--- src/rtl/hazard_ctrl_pkg.sv ---
// hazard_ctrl_pkg: shared encodings for the pipeline hazard controller
package hazard_ctrl_pkg;
  typedef enum logic [1:0] {
    CAUSE_NONE    = 2'd0,
    CAUSE_LOADUSE = 2'd1,
    CAUSE_MDWAIT  = 2'd2,
    CAUSE_BRANCH  = 2'd3
  } stall_cause_t;
  typedef enum logic {
    MD_RUN  = 1'b0,
    MD_BUSY = 1'b1
  } md_state_t;
  localparam int MD_CNT_W = 6;
endpackage

--- src/rtl/hazard_ctrl_md_busy_counter.sv ---
// md_busy_counter: tracks an in-flight mult/div with a reloadable down-counter
module md_busy_counter
  import hazard_ctrl_pkg::*;
#(
  parameter int MD_LATENCY = 8
) (
  input  logic clk,
  input  logic reset,
  input  logic start,
  output logic busy
);
  localparam logic [MD_CNT_W-1:0] LAT = MD_CNT_W'(MD_LATENCY);
  md_state_t state, state_n;
  logic [MD_CNT_W-1:0] cnt, cnt_n;
  always_ff @(posedge clk or posedge reset)
    if (reset) begin
      state <= MD_RUN;
      cnt   <= '0;
    end else begin
      state <= state_n;
      cnt   <= cnt_n;
    end
  // a new issue while busy simply restarts the countdown
  always_comb begin
    cnt_n   = start ? LAT : (state == MD_BUSY ? cnt - 1'b1 : cnt);
    state_n = (start || (state == MD_BUSY && cnt_n != '0)) ? MD_BUSY : MD_RUN;
  end
  assign busy = cnt != '0;
endmodule

--- src/rtl/hazard_ctrl.sv ---
// hazard_ctrl: PC write enable, IF/ID and ID/EX stall/hold/flush control plus statistics
module hazard_ctrl
  import hazard_ctrl_pkg::*;
#(
  parameter int MD_LATENCY = 8,
  parameter int CNT_W      = 32
) (
  input  logic             clk,
  input  logic             reset,
  input  logic [4:0]       ID_Rs,
  input  logic [4:0]       ID_Rt,
  input  logic             ID_UsesRs,
  input  logic             ID_UsesRt,
  input  logic             ID_Jump,
  input  logic             ID_MDUse,
  input  logic             EX_MemRd,
  input  logic [4:0]       EX_Rt,
  input  logic             EX_BranchTaken,
  input  logic             EX_MDStart,
  output logic             PCWrite,
  output logic             IFID_Flush,
  output logic             IFID_Hold,
  output logic             IDEX_Flush,
  output logic             MD_Busy,
  output logic [1:0]       StallCause,
  output logic [CNT_W-1:0] StallCount,
  output logic [CNT_W-1:0] FlushCount
);
  logic load_use, md_wait, stall, flush_evt;
  stall_cause_t cause;
  md_busy_counter #(.MD_LATENCY(MD_LATENCY)) u_md (
    .clk   (clk),
    .reset (reset),
    .start (EX_MDStart),
    .busy  (MD_Busy)
  );
  // reset forces a full flush with the PC frozen and no cause reported
  always_comb begin
    load_use   = EX_MemRd && EX_Rt != 5'd0 &&
                 ((ID_UsesRs && ID_Rs == EX_Rt) || (ID_UsesRt && ID_Rt == EX_Rt));
    md_wait    = MD_Busy && ID_MDUse;
    cause      = reset ? CAUSE_NONE : EX_BranchTaken ? CAUSE_BRANCH :
                 load_use ? CAUSE_LOADUSE : md_wait ? CAUSE_MDWAIT : CAUSE_NONE;
    stall      = cause == CAUSE_LOADUSE || cause == CAUSE_MDWAIT;
    flush_evt  = !reset && (EX_BranchTaken || (ID_Jump && !stall));
    PCWrite    = !reset && !stall;
    IFID_Flush = reset || flush_evt;
    IFID_Hold  = stall;
    IDEX_Flush = reset || EX_BranchTaken || stall;
    StallCause = cause;
  end
  always_ff @(posedge clk or posedge reset)
    if (reset) begin
      StallCount <= '0;
      FlushCount <= '0;
    end else begin
      if (stall) StallCount <= StallCount + 1'b1;
      if (flush_evt) FlushCount <= FlushCount + 1'b1;
    end
endmodule

--- config.mk ---
export PLATFORM = sky130hd
export DESIGN_NAME = hazard_ctrl
export DESIGN_NICKNAME = d
export VERILOG_FILES = /design/src/rtl/hazard_ctrl_pkg.sv /design/src/rtl/hazard_ctrl_md_busy_counter.sv /design/src/rtl/hazard_ctrl.sv
export SDC_FILE = /design/constraint.sdc
export NUM_CORES = 1
export LEC_CHECK = 0
export BUFFER_PORTS_ARGS = -buffer_cell sky130_fd_sc_hd__buf_2
export CORE_MARGIN = 1
export CORE_UTILIZATION = 48
export DETAILED_ROUTE_END_ITERATION = 10
export GPL_TIMING_DRIVEN = 0
export HOLD_SLACK_MARGIN = 0.1
export PLACE_DENSITY = 0.77
export SLEW_MARGIN = 15
export SYNTH_ARGS = -nofsm -noshare
export SYNTH_HDL_FRONTEND = slang
export SYNTH_HIERARCHICAL = 1
export SYNTH_SLANG_ARGS = --single-unit
--- constraint.sdc ---
create_clock -name clk -period 2 [get_ports clk]
set_input_delay 0.2 -clock clk [delete_from_list [all_inputs] [get_ports clk]]
set_output_delay 0.2 -clock clk [all_outputs]
set_load 0.005 [all_outputs]
# After elaboration in Yosys (flattened, before gate mapping)

Cells that the tools add are included.

Register bits after elaboration: 71
Output and inout port bits: 71
Bits of input ports: 24
Word-level logic and storage cells: 39

Multiplexer cells: 7
Reduce and logical (&&, ||, !) cells: 21
Eq/ne operators: 4
Add/sub/neg operators: 3

Operators by type and width:

| operator                | count |
|---|---|
| $add A32 B1 Y32 const B | 2 |
| $mux W6                 | 2 |
| $reduce_bool A6 Y1      | 2 |
| $eq A5 B5 Y1            | 2 |
| $logic_and A1 B1 Y1     | 9 |
| $mux W2                 | 4 |
| $logic_or A1 B1 Y1      | 7 |
| $sub A6 B1 Y6 const B   | 1 |
| $reduce_bool A5 Y1      | 1 |
| $eq A2 B1 Y1 const B    | 1 |
| $eq A2 B2 Y1 const B    | 1 |
| $logic_not A1 Y1        | 2 |
| $mux W1                 | 1 |

# Logic depth before layout (Yosys ltp)

Gate-level depths: netlist of run 1.

Word-level depth: 14
Depth in mapped cells: 9
Depth with buffers taken out: 8

# Cells and area by module

The synthesis of run 1 kept the hierarchy.

By module, submodules not included:

| module          | cells an instance | times used | seq. area each (µm²) | area each (µm²) |
|---|---|---|---|---|
| hazard_ctrl     | 299               | 1          | 1,601.5              | 3,203.1 |
| md_busy_counter | 35                | 1          | 175.2                | 381.6 |

# Least setup slack after synthesis of run 1

OpenSTA, ideal clock, no wires.

Path kind: in2reg
From: input reset
To: register FlushCount[29]
Stages on the path: 7
Path buffers: 2
Setup slack: -0.967 ns
Required time: 1.920 ns
Library setup time: 0.080 ns
Arrival time: 2.887 ns
Path through: clkbuf_1 -> inv_1 -> nand3_1 -> o22a_4 -> buf_6 -> nor4_4 -> xnor2_1

Cells in the longest elaborated chain, start to end: 7
Elaborated cells between the ends (all ways): 9
Those cells by class: eq/ne: 2; mux: 1; reduce/logical: 6

RTL lines:

| what                                         | RTL line          | RTL |
|---|---|---|
| start, declared                              | hazard_ctrl.sv:9  | `input logic reset,` |
| $mux W2                                      | hazard_ctrl.sv:42 | `cause = reset ? CAUSE_NONE : EX_BranchTaken ? CAUSE_BRANCH :` |
| $eq A2 B1 Y1 or $eq A2 B2 Y1 (tied branches) | hazard_ctrl.sv:44 | `stall = cause == CAUSE_LOADUSE \|\| cause == CAUSE_MDWAIT;` |
| $logic_or A1 B1 Y1                           | hazard_ctrl.sv:44 |  |
| $logic_not A1 Y1                             | hazard_ctrl.sv:45 | `flush_evt = !reset && (EX_BranchTaken \|\| (ID_Jump && !stall));` |
| $logic_and A1 B1 Y1                          | hazard_ctrl.sv:45 |  |
| $logic_or A1 B1 Y1                           | hazard_ctrl.sv:45 |  |
| $logic_and A1 B1 Y1 *                        | hazard_ctrl.sv:45 |  |
| end signal, assigned                         | hazard_ctrl.sv:58 | `if (flush_evt) FlushCount <= FlushCount + 1'b1;` |
| end, declared                                | hazard_ctrl.sv:27 | `output logic [CNT_W-1:0] FlushCount` |

Mark *: on every way between the ends. The rest lies on a longest branch, timed or not.
A chain may end at the register's enable or synchronous reset.

# Worst setup path in the final report of run 1

From: register FlushCount[11]
To: register FlushCount[31]

Cells in the longest elaborated chain, start to end: 1

RTL lines:

| what            | RTL line |
|---|---|
| $add A32 B1 Y32 | hazard_ctrl.sv:58 |

Every way passes these cells.

==> results of run 1 <==
-- through the flow --
| stage | hold WS, ns | setup slack (ns) | instance area, µm² | setup TNS, ns |
|---|---|---|---|---|
| 5_1_grt | 0.106 | -0.0387 | 4730 | -0.172 |
| 2_1_floorplan | 0.00340 | -0.232 | 3630 | -4.80 |
| 4_1_cts | 0.105 | 0.00427 | 4570 | 0 |
| 3_3_place_gp | 0.166 | -0.842 | 4230 | -32.78 |
| 6_report | 0.0862 | 0.0720 | 4730 | 0 |
| 3_5_place_dp | 0.166 | -0.415 | 4250 | -15.85 |
-- routing by layer --
layer,vias up,wire length [µm],global-route usage,part of all wire
li1,1410,-,-,-
met4,0,107,0.0850,0.013
met3,13,422,0.0588,0.050
met1,1525,3560,0.267,0.42
met5,-,0,0,0
met2,86,4300,0.383,0.51
-- timing repair --
item | in CTS | in global routing
setup endpoints to repair | 62 | 46
setup buffers | 4 | 8
cloned | 0 | 1
endpoints found under the hold margin | 7 | 14
pin swaps | 5 | 15
hold buffers | 1 | 1
gates resized for setup | 16 | 21
-- report_power, final --
group	leakage (µW)	internal [µW]	switching, µW
combinational	0.00121	545	605
sequential	0.000917	1630	269
clock	0.000103	731	519
total	0.00223	2910	1390
-- flip-flops by register name, indices dropped and copies added, names as in the netlist --
signal / count
u_md/cnt: 6
StallCount: 32
u_md/state: 1
FlushCount: 32
-- final timing paths --
kind                            depth (start not counted)  slack (ns)             end
worst min-delay path                                    4        0.09  FlushCount[27]
min in group clk                                        2        0.12     u_md/cnt[1]
worst max register to register                          6        0.07  FlushCount[31]
worst min register to register                          1        0.47  FlushCount[31]
worst max-delay path                                    6        0.07  FlushCount[31]
max in group asynchronous                               4        0.77   StallCount[9]
-- critical path: stages, from the launching register on --
cell and delay [ns]:
dfrtp_1 0.42, nand4_1 0.24, nor4_4 0.47, nand3_4 0.19
nor3_4 0.22, nand4_1 0.14, xnor2_1 0.15
-- area by class of cell --
| cell class | instances | area (µm²) | share of cell area |
|---|---|---|---|
| multi-input combinational | 243 | 1880 | 0.397 |
| sequential | 71 | 1780 | 0.376 |
| timing repair inverter | 1 | 5.00 | 0.00106 |
| tap | 99 | 124 | 0.0262 |
| inverter | 7 | 30.0 | 0.00635 |
| clock inverter | 3 | 67.6 | 0.0143 |
| buffer | 11 | 103 | 0.0217 |
| clock buffer | 12 | 145 | 0.0307 |
| timing repair buffer | 109 | 601 | 0.127 |
-- synth_stat cells (all sizes together) --
library cell	n	area share
or4	2	0.0052
and2	5	0.0087
o22ai	2	0.0035
and3	11	0.019
inv	7	0.0073
xnor2	52	0.13
dfrtp	71	0.50
o21ai	1	0.0024
nor4	4	0.015
nand2b	2	0.0035
a31oi	2	0.0035
a311o	1	0.0028
o22a	1	0.0049
clkbuf	7	0.0073
buf	6	0.013
nand4b	1	0.0024
xor2	24	0.059
ha	3	0.010
nand2	20	0.023
a21oi	2	0.0038
nand3	33	0.046
nor2b	1	0.0017
nor3	16	0.027
nand4	28	0.049
mux2	2	0.0063
nor4b	4	0.013
o32a	1	0.0028
and4	5	0.012
a32o	1	0.0028
o31ai	2	0.0042
nor2	17	0.018
-- cells by family after synthesis --
| group | count (synthesis) | share of synthesized area |
|---|---|---|
| and+or+nand+nor | 149 | 0.244 |
| xor gates and xnor gates | 76 | 0.186 |
| DFF | 71 | 0.496 |
| buffers and inverters | 20 | 0.0272 |
| AOI/OAI and AO/OA | 13 | 0.0307 |
| adders and majority gates | 3 | 0.0105 |
| muxes | 2 | 0.00628 |
==> summary.txt, run 1 <==
Placed design
  – DP HPWL: 5.81 mm
  – PortBufs: 94
  – Placed insts: 528
  – RD Place Congestion: 0.808

Logic synthesis
  – Post-Syn Area: 0.00358 mm²
  – Syn_nets: 361
  – Seq/Total Area, Yosys: 0.496
  – Avg Inst Size Synth: 10.7 µm²
  – Yosys cell types: 38
  – FF+latch count, synth: 71
  – Post-Syn Instances: 334
  – Yosys warning total: 6

Clock network
  – Clk_lat worst skew: 0.34 ns
  – Max clock buf depth: 2
  – H-tree depth: 3
  – CTS tree: done
  – CTS Root Cell: clkbuf_8
  – Clock Pin Slew Worst Setup and Hold Paths: 0.07 ns
  – CTS buffer count: 9
  – CTS Sinks: 71

Power
  – Worst vdd ir: 0.535 mV
  – Pwr/cell area: 909 mW/mm²
  – Total Power: 4300 µW
  – Pleak: 0.00223 µW

Floorplanning
  – Die area: 0.00782 mm²
  – CORE AREA: 0.00725 mm²
  – Die Span Y: 88.4 µm
  – Die Wd: 88.4 µm
  – Initial Util: 0.494
  – Cell Rows: 31
  – Top-Level Pins: 95

Finish
  – Most frequent cells in the layout: buf_2 (94), dfrtp_1 (69), xnor2_1 (52)
  – # fillers: 588
  – Area growth from synthesis to layout: 31.9%
  – Commonest non-fill, non-tap cell in the layout: buf_2
  – Final Core Density: 0.652
  – Non-filler instance count after layout: 556
  – N_diodes: 0
  – Layout Nets: 480
  – Layout cell share with drive strength beyond 1: 0.368

Global route
  – Initial antenna violation count: 0
  – First-pass GRT wire length: 13.4 mm
  – Vias in the first global route: 2920
  – Pin count of the biggest net entering global routing: 35
  – Grt total ovfl: 0
  – Total track usage: 0.222

Worst setup path
  – Req. time, crit path: 2.23 ns
  – Startpoint types: flop
  – Worst-path maximum fanout: 6
  – CP startpoint: FlushCount[11]
  – Critical path arrival: 2.16 ns
  – CP Capture Type: flop
  – Crit path kind: flop to flop
  – Reg2Reg Launch Point: FlushCount[11]

Drt
  – Drt wl/cell: 15.1 µm
  – DRT Pass-1 Iters: 4
  – Residual DRC: 0
  – DR iter-0 viols: 73
  – Routed WL: 8.40 mm
  – Detailed-route via count: 3034
  – Post-route ant nets: 0
  – Drt via density: 5.46

Run status
  – Outcome: completed

Timing
  – RSZ-0062 raised after global routing: true
  – Final period util: 0.964
  – Worst slew pin tran: 0.804 ns
  – Setup Viol. Count Final: 0
  – Final Max Tran Viols: 0
  – Rel. slew slack: 0.461
  – Max Freq: 519 MHz
  – Hold Fails Final Rpt: 0
  – Final min period: 1.93 ns
  – Worst Clk Skew: 0.0115 ns

Worst hold path
  – Worst Hold Class: input port to asynchronous set/reset pin

Run
  – Reported max-cap violation count: 0
(Power assumes the default switching activity.)
==> run 2: changes to the inputs <==
- ABC_AREA: default -> 1
- CORE_UTILIZATION: 48 -> 31
- PLACE_DENSITY: 0.77 -> default
==> summary.txt, run 2 <==
Run status
  – Outcome: completed

Floorplanning
  – Die Wd: 127 µm (+44%)
  – Top-Level Pins: 95 (unchanged)
  – Initial Util: 0.319 (-0.176)
  – CORE AREA: 0.0153 mm² (+110%)
  – Cell Rows: 45 (+45%)
  – Die area: 0.0162 mm² (+110%)
  – Die Span Y: 127 µm (+44%)

Logic synthesis
  – Post-Syn Area: 0.00486 mm² (+36%)
  – Yosys top cell by area: dfrtp_1
  – Yosys cell types: 28 (-26%)
  – FFs w/ async S/R, synth: 1.00 (unchanged)
  – Post-synth EDFFs: 0 (unchanged)
  – Syn_nets: 771 (+110%)
  – Ranking of synthesized cells by area: dfrtp_1 (37%), nand2_1 (24%), nor2_1 (5.9%)
  – Yosys top cell area share: 0.366 (-0.130)
  – Synth Flop Type: dfrtp_1
  – Seq/Total Area, Yosys: 0.366 (-0.130)
  – Count leader, synth: nand2_1
  – Yosys warning total: 6 (unchanged)
  – FF+latch count, synth: 71 (unchanged)
  – Avg Inst Size Synth: 6.53 µm² (-39%)
  – Post-Syn Instances: 744 (+120%)
  – Synth top cells by count: nand2_1 (312), nor2_1 (77), dfrtp_1 (71), inv_1 (71), nand4_1 (41)

Clock network
  – H-tree depth: 3 (unchanged)
  – CTS tree: done
  – CTS buffer count: 9 (unchanged)
  – Clock Pin Slew Worst Setup and Hold Paths: 0.06 ns (about the same)
  – Clk_lat worst skew: 0.35 ns (about the same)
  – Max clock buf depth: 2 (unchanged)
  – CTS Root Cell: clkbuf_16
  – CTS Sinks: 71 (unchanged)

Power
  – Pleak: 0.00317 µW (+42%)
  – Total Power: 4790 µW (+11%)
  – Worst vdd ir: 0.417 mV (-22%)
  – Pwr/cell area: 784 mW/mm² (-14%)

Finish
  – Sequential Area: 0.00178 mm² (about the same)
  – Layout cell share with drive strength beyond 1: 0.199 (-0.169)
  – Area growth from synthesis to layout: 25.7%
  – N_diodes: 0 (unchanged)
  – Final Core Density: 0.400 (-0.252)
  – Most frequent cells in the layout: nand2_1 (310), buf_2 (99), nor2_1 (73)
  – # fillers: 1665 (+180%)
  – Top flop regs: FlushCount x32, StallCount x32, u_md/cnt x6
  – Area of the multi-input gates: 0.00274 mm² (+46%)
  – Commonest non-fill, non-tap cell in the layout: nand2_1
  – Layout Nets: 892 (+86%)

Worst setup path
  – Worst-path maximum fanout: 3 (-3)
  – Crit path kind: flop to primary output
  – CP Capture Type: primary output
  – Req. time, crit path: 1.80 ns (-0.43 ns)
  – Critical path arrival: 1.73 ns (-0.43 ns)
  – Startpoint types: flop

Drt
  – Drt via density: 4.67 (-14%)
  – Detailed-route via count: 5047 (+66%)
  – Post-route ant nets: 0 (unchanged)
  – Routed WL: 14.4 mm (+72%)
  – DR iter-0 viols: 337 (+360%)
  – DRT Pass-1 Iters: 5 (+1)
  – Residual DRC: 0 (unchanged)
  – Drt wl/cell: 13.4 µm (-11%)

Placed design
  – PortBufs: 94 (unchanged)
  – DP HPWL: 11.3 mm (+94%)
  – Post-place setup slack: -0.352 ns (+0.0630 ns)
  – RD Place Congestion: 0.931 (+15%)

Run
  – Reported max-cap violation count: 0 (unchanged)

Timing
  – Hold Fails Final Rpt: 0 (unchanged)
  – Final min period: 1.93 ns (+0.00536 ns)
  – Final period util: 0.967 (+0.00268)
  – Setup WS post-layout: 0.0667 ns (-0.00536 ns)
  – Max Freq: 517 MHz (-0.28%)
  – Worst hold margin: 0.204 ns (+0.117 ns)
  – TNS Setup: 0 ns (unchanged)
  – Worst slew pin tran: 0.472 ns (-0.332 ns)
  – Final Max Tran Viols: 0 (unchanged)
  – Worst Clk Skew: 0.00854 ns (-0.00297 ns)
  – RSZ-0062 raised after global routing: true
  – Rel. slew slack: 0.685 (+0.224)
  – Setup Viol. Count Final: 0 (unchanged)

Global route
  – Vias in the first global route: 4737 (+62%)
  – Total track usage: 0.188 (-0.0340)
  – Pin count of the biggest net entering global routing: 50 (+43%)
  – Grt total ovfl: 0 (unchanged)
  – Initial antenna violation count: 0 (unchanged)
  – First-pass GRT wire length: 23.7 mm (+77%)

Worst hold path
  – Worst Hold Class: input port to asynchronous set/reset pin
-- run 2: cell count changes in the layout (fill, tap and decap cells not counted), sizes merged, moves of 15 or more --
| cell | change |
|---|---|
| o21ai | +16 |
| nand2 | +294 |
| xnor2 | -44 |
| inv | +73 |
| nor2 | +69 |
| nor3 | +15 |
-- run 2: what timing repair did --
action                                  4_1_cts  5_1_grt
hold endpoints to repair                      8        0
pin swaps                                     3        4
hold buffers                                  2        0
setup buffers                                11        4
endpoints found under the setup margin       34       34
resized for setup                            20       14
-- run 2: kinds of logic (layout without fill, tap and decap cells) --
logic type | count (synthesis) | in the layout | synth area share
flip-flops | 71 | 71 | 0.366
buffers and inverters | 99 | 224 | 0.0821
AND/OR/NAND/NOR | 509 | 509 | 0.449
AO/OA/AOI/OAI | 21 | 21 | 0.0216
XOR/XNOR | 41 | 41 | 0.0739
adder cells (fa/ha/maj) | 3 | 3 | 0.00772
-- run 2: layout make-up --
class / count / share of cell area
flip-flops and latches: 71 / 0.291
well taps: 211 / 0.0432
clock buffers: 10 / 0.0391
inverters: 79 / 0.0498
repair buffers: 112 / 0.104
clock inverters: 5 / 0.00553
multi-input cells: 574 / 0.449
plain buffers: 18 / 0.0184
-- run 2: final timing paths --
| check | startpoint | to | slack [ns] | cells past startpoint |
|---|---|---|---|---|
| max | u_md/cnt[0] | IDEX_Flush | 0.07 | 11 |
| min | reset | StallCount[22] | 0.20 | 3 |
| max reg2reg | u_md/cnt[0] | FlushCount[27] | 0.13 | 13 |
| min reg2reg | FlushCount[8] | FlushCount[8] | 0.52 | 2 |
| max in group asynchronous | reset | FlushCount[0] | 1.24 | 4 |
| min in group clk | EX_BranchTaken | StallCount[13] | 0.35 | 6 |
-- run 2: where the power goes --
group	switching (µW)	total (µW)	internal [µW]
clock network	669	1540	867
logic	734	1320	587
registers	284	1930	1650
-- run 2: worst max-delay path, stage by stage (launching register included) --
cell,delay (ns)
dfrtp_1,0.39
inv_2,0.09
ha_4,0.14
inv_2,0.04
nor2_4,0.09
nand3_2,0.09
nand2_2,0.08
nand2_2,0.06
nand2_4,0.12
clkbuf_16,0.14
nand2_2,0.04
buf_6,0.12
-- run 2: routing by layer --
metal  routed length (µm)  part of all wire  GRT usage  vias to the layer above
met5                    0                 0          0                        -
met4                  282             0.020     0.0728                        0
met3                  621             0.043     0.0339                       22
met2                 6550              0.45      0.303                      110
met1                 6980              0.48      0.252                     2329
li1                     -                 -          -                     2586
-- run 2: metrics by stage --
step	area (µm²)	std cells
after global placement	5600	1049
final	6110	1080
after floorplan	4860	744
after global routing	6110	1080
after CTS	6070	1077
after detailed placement	5630	1050
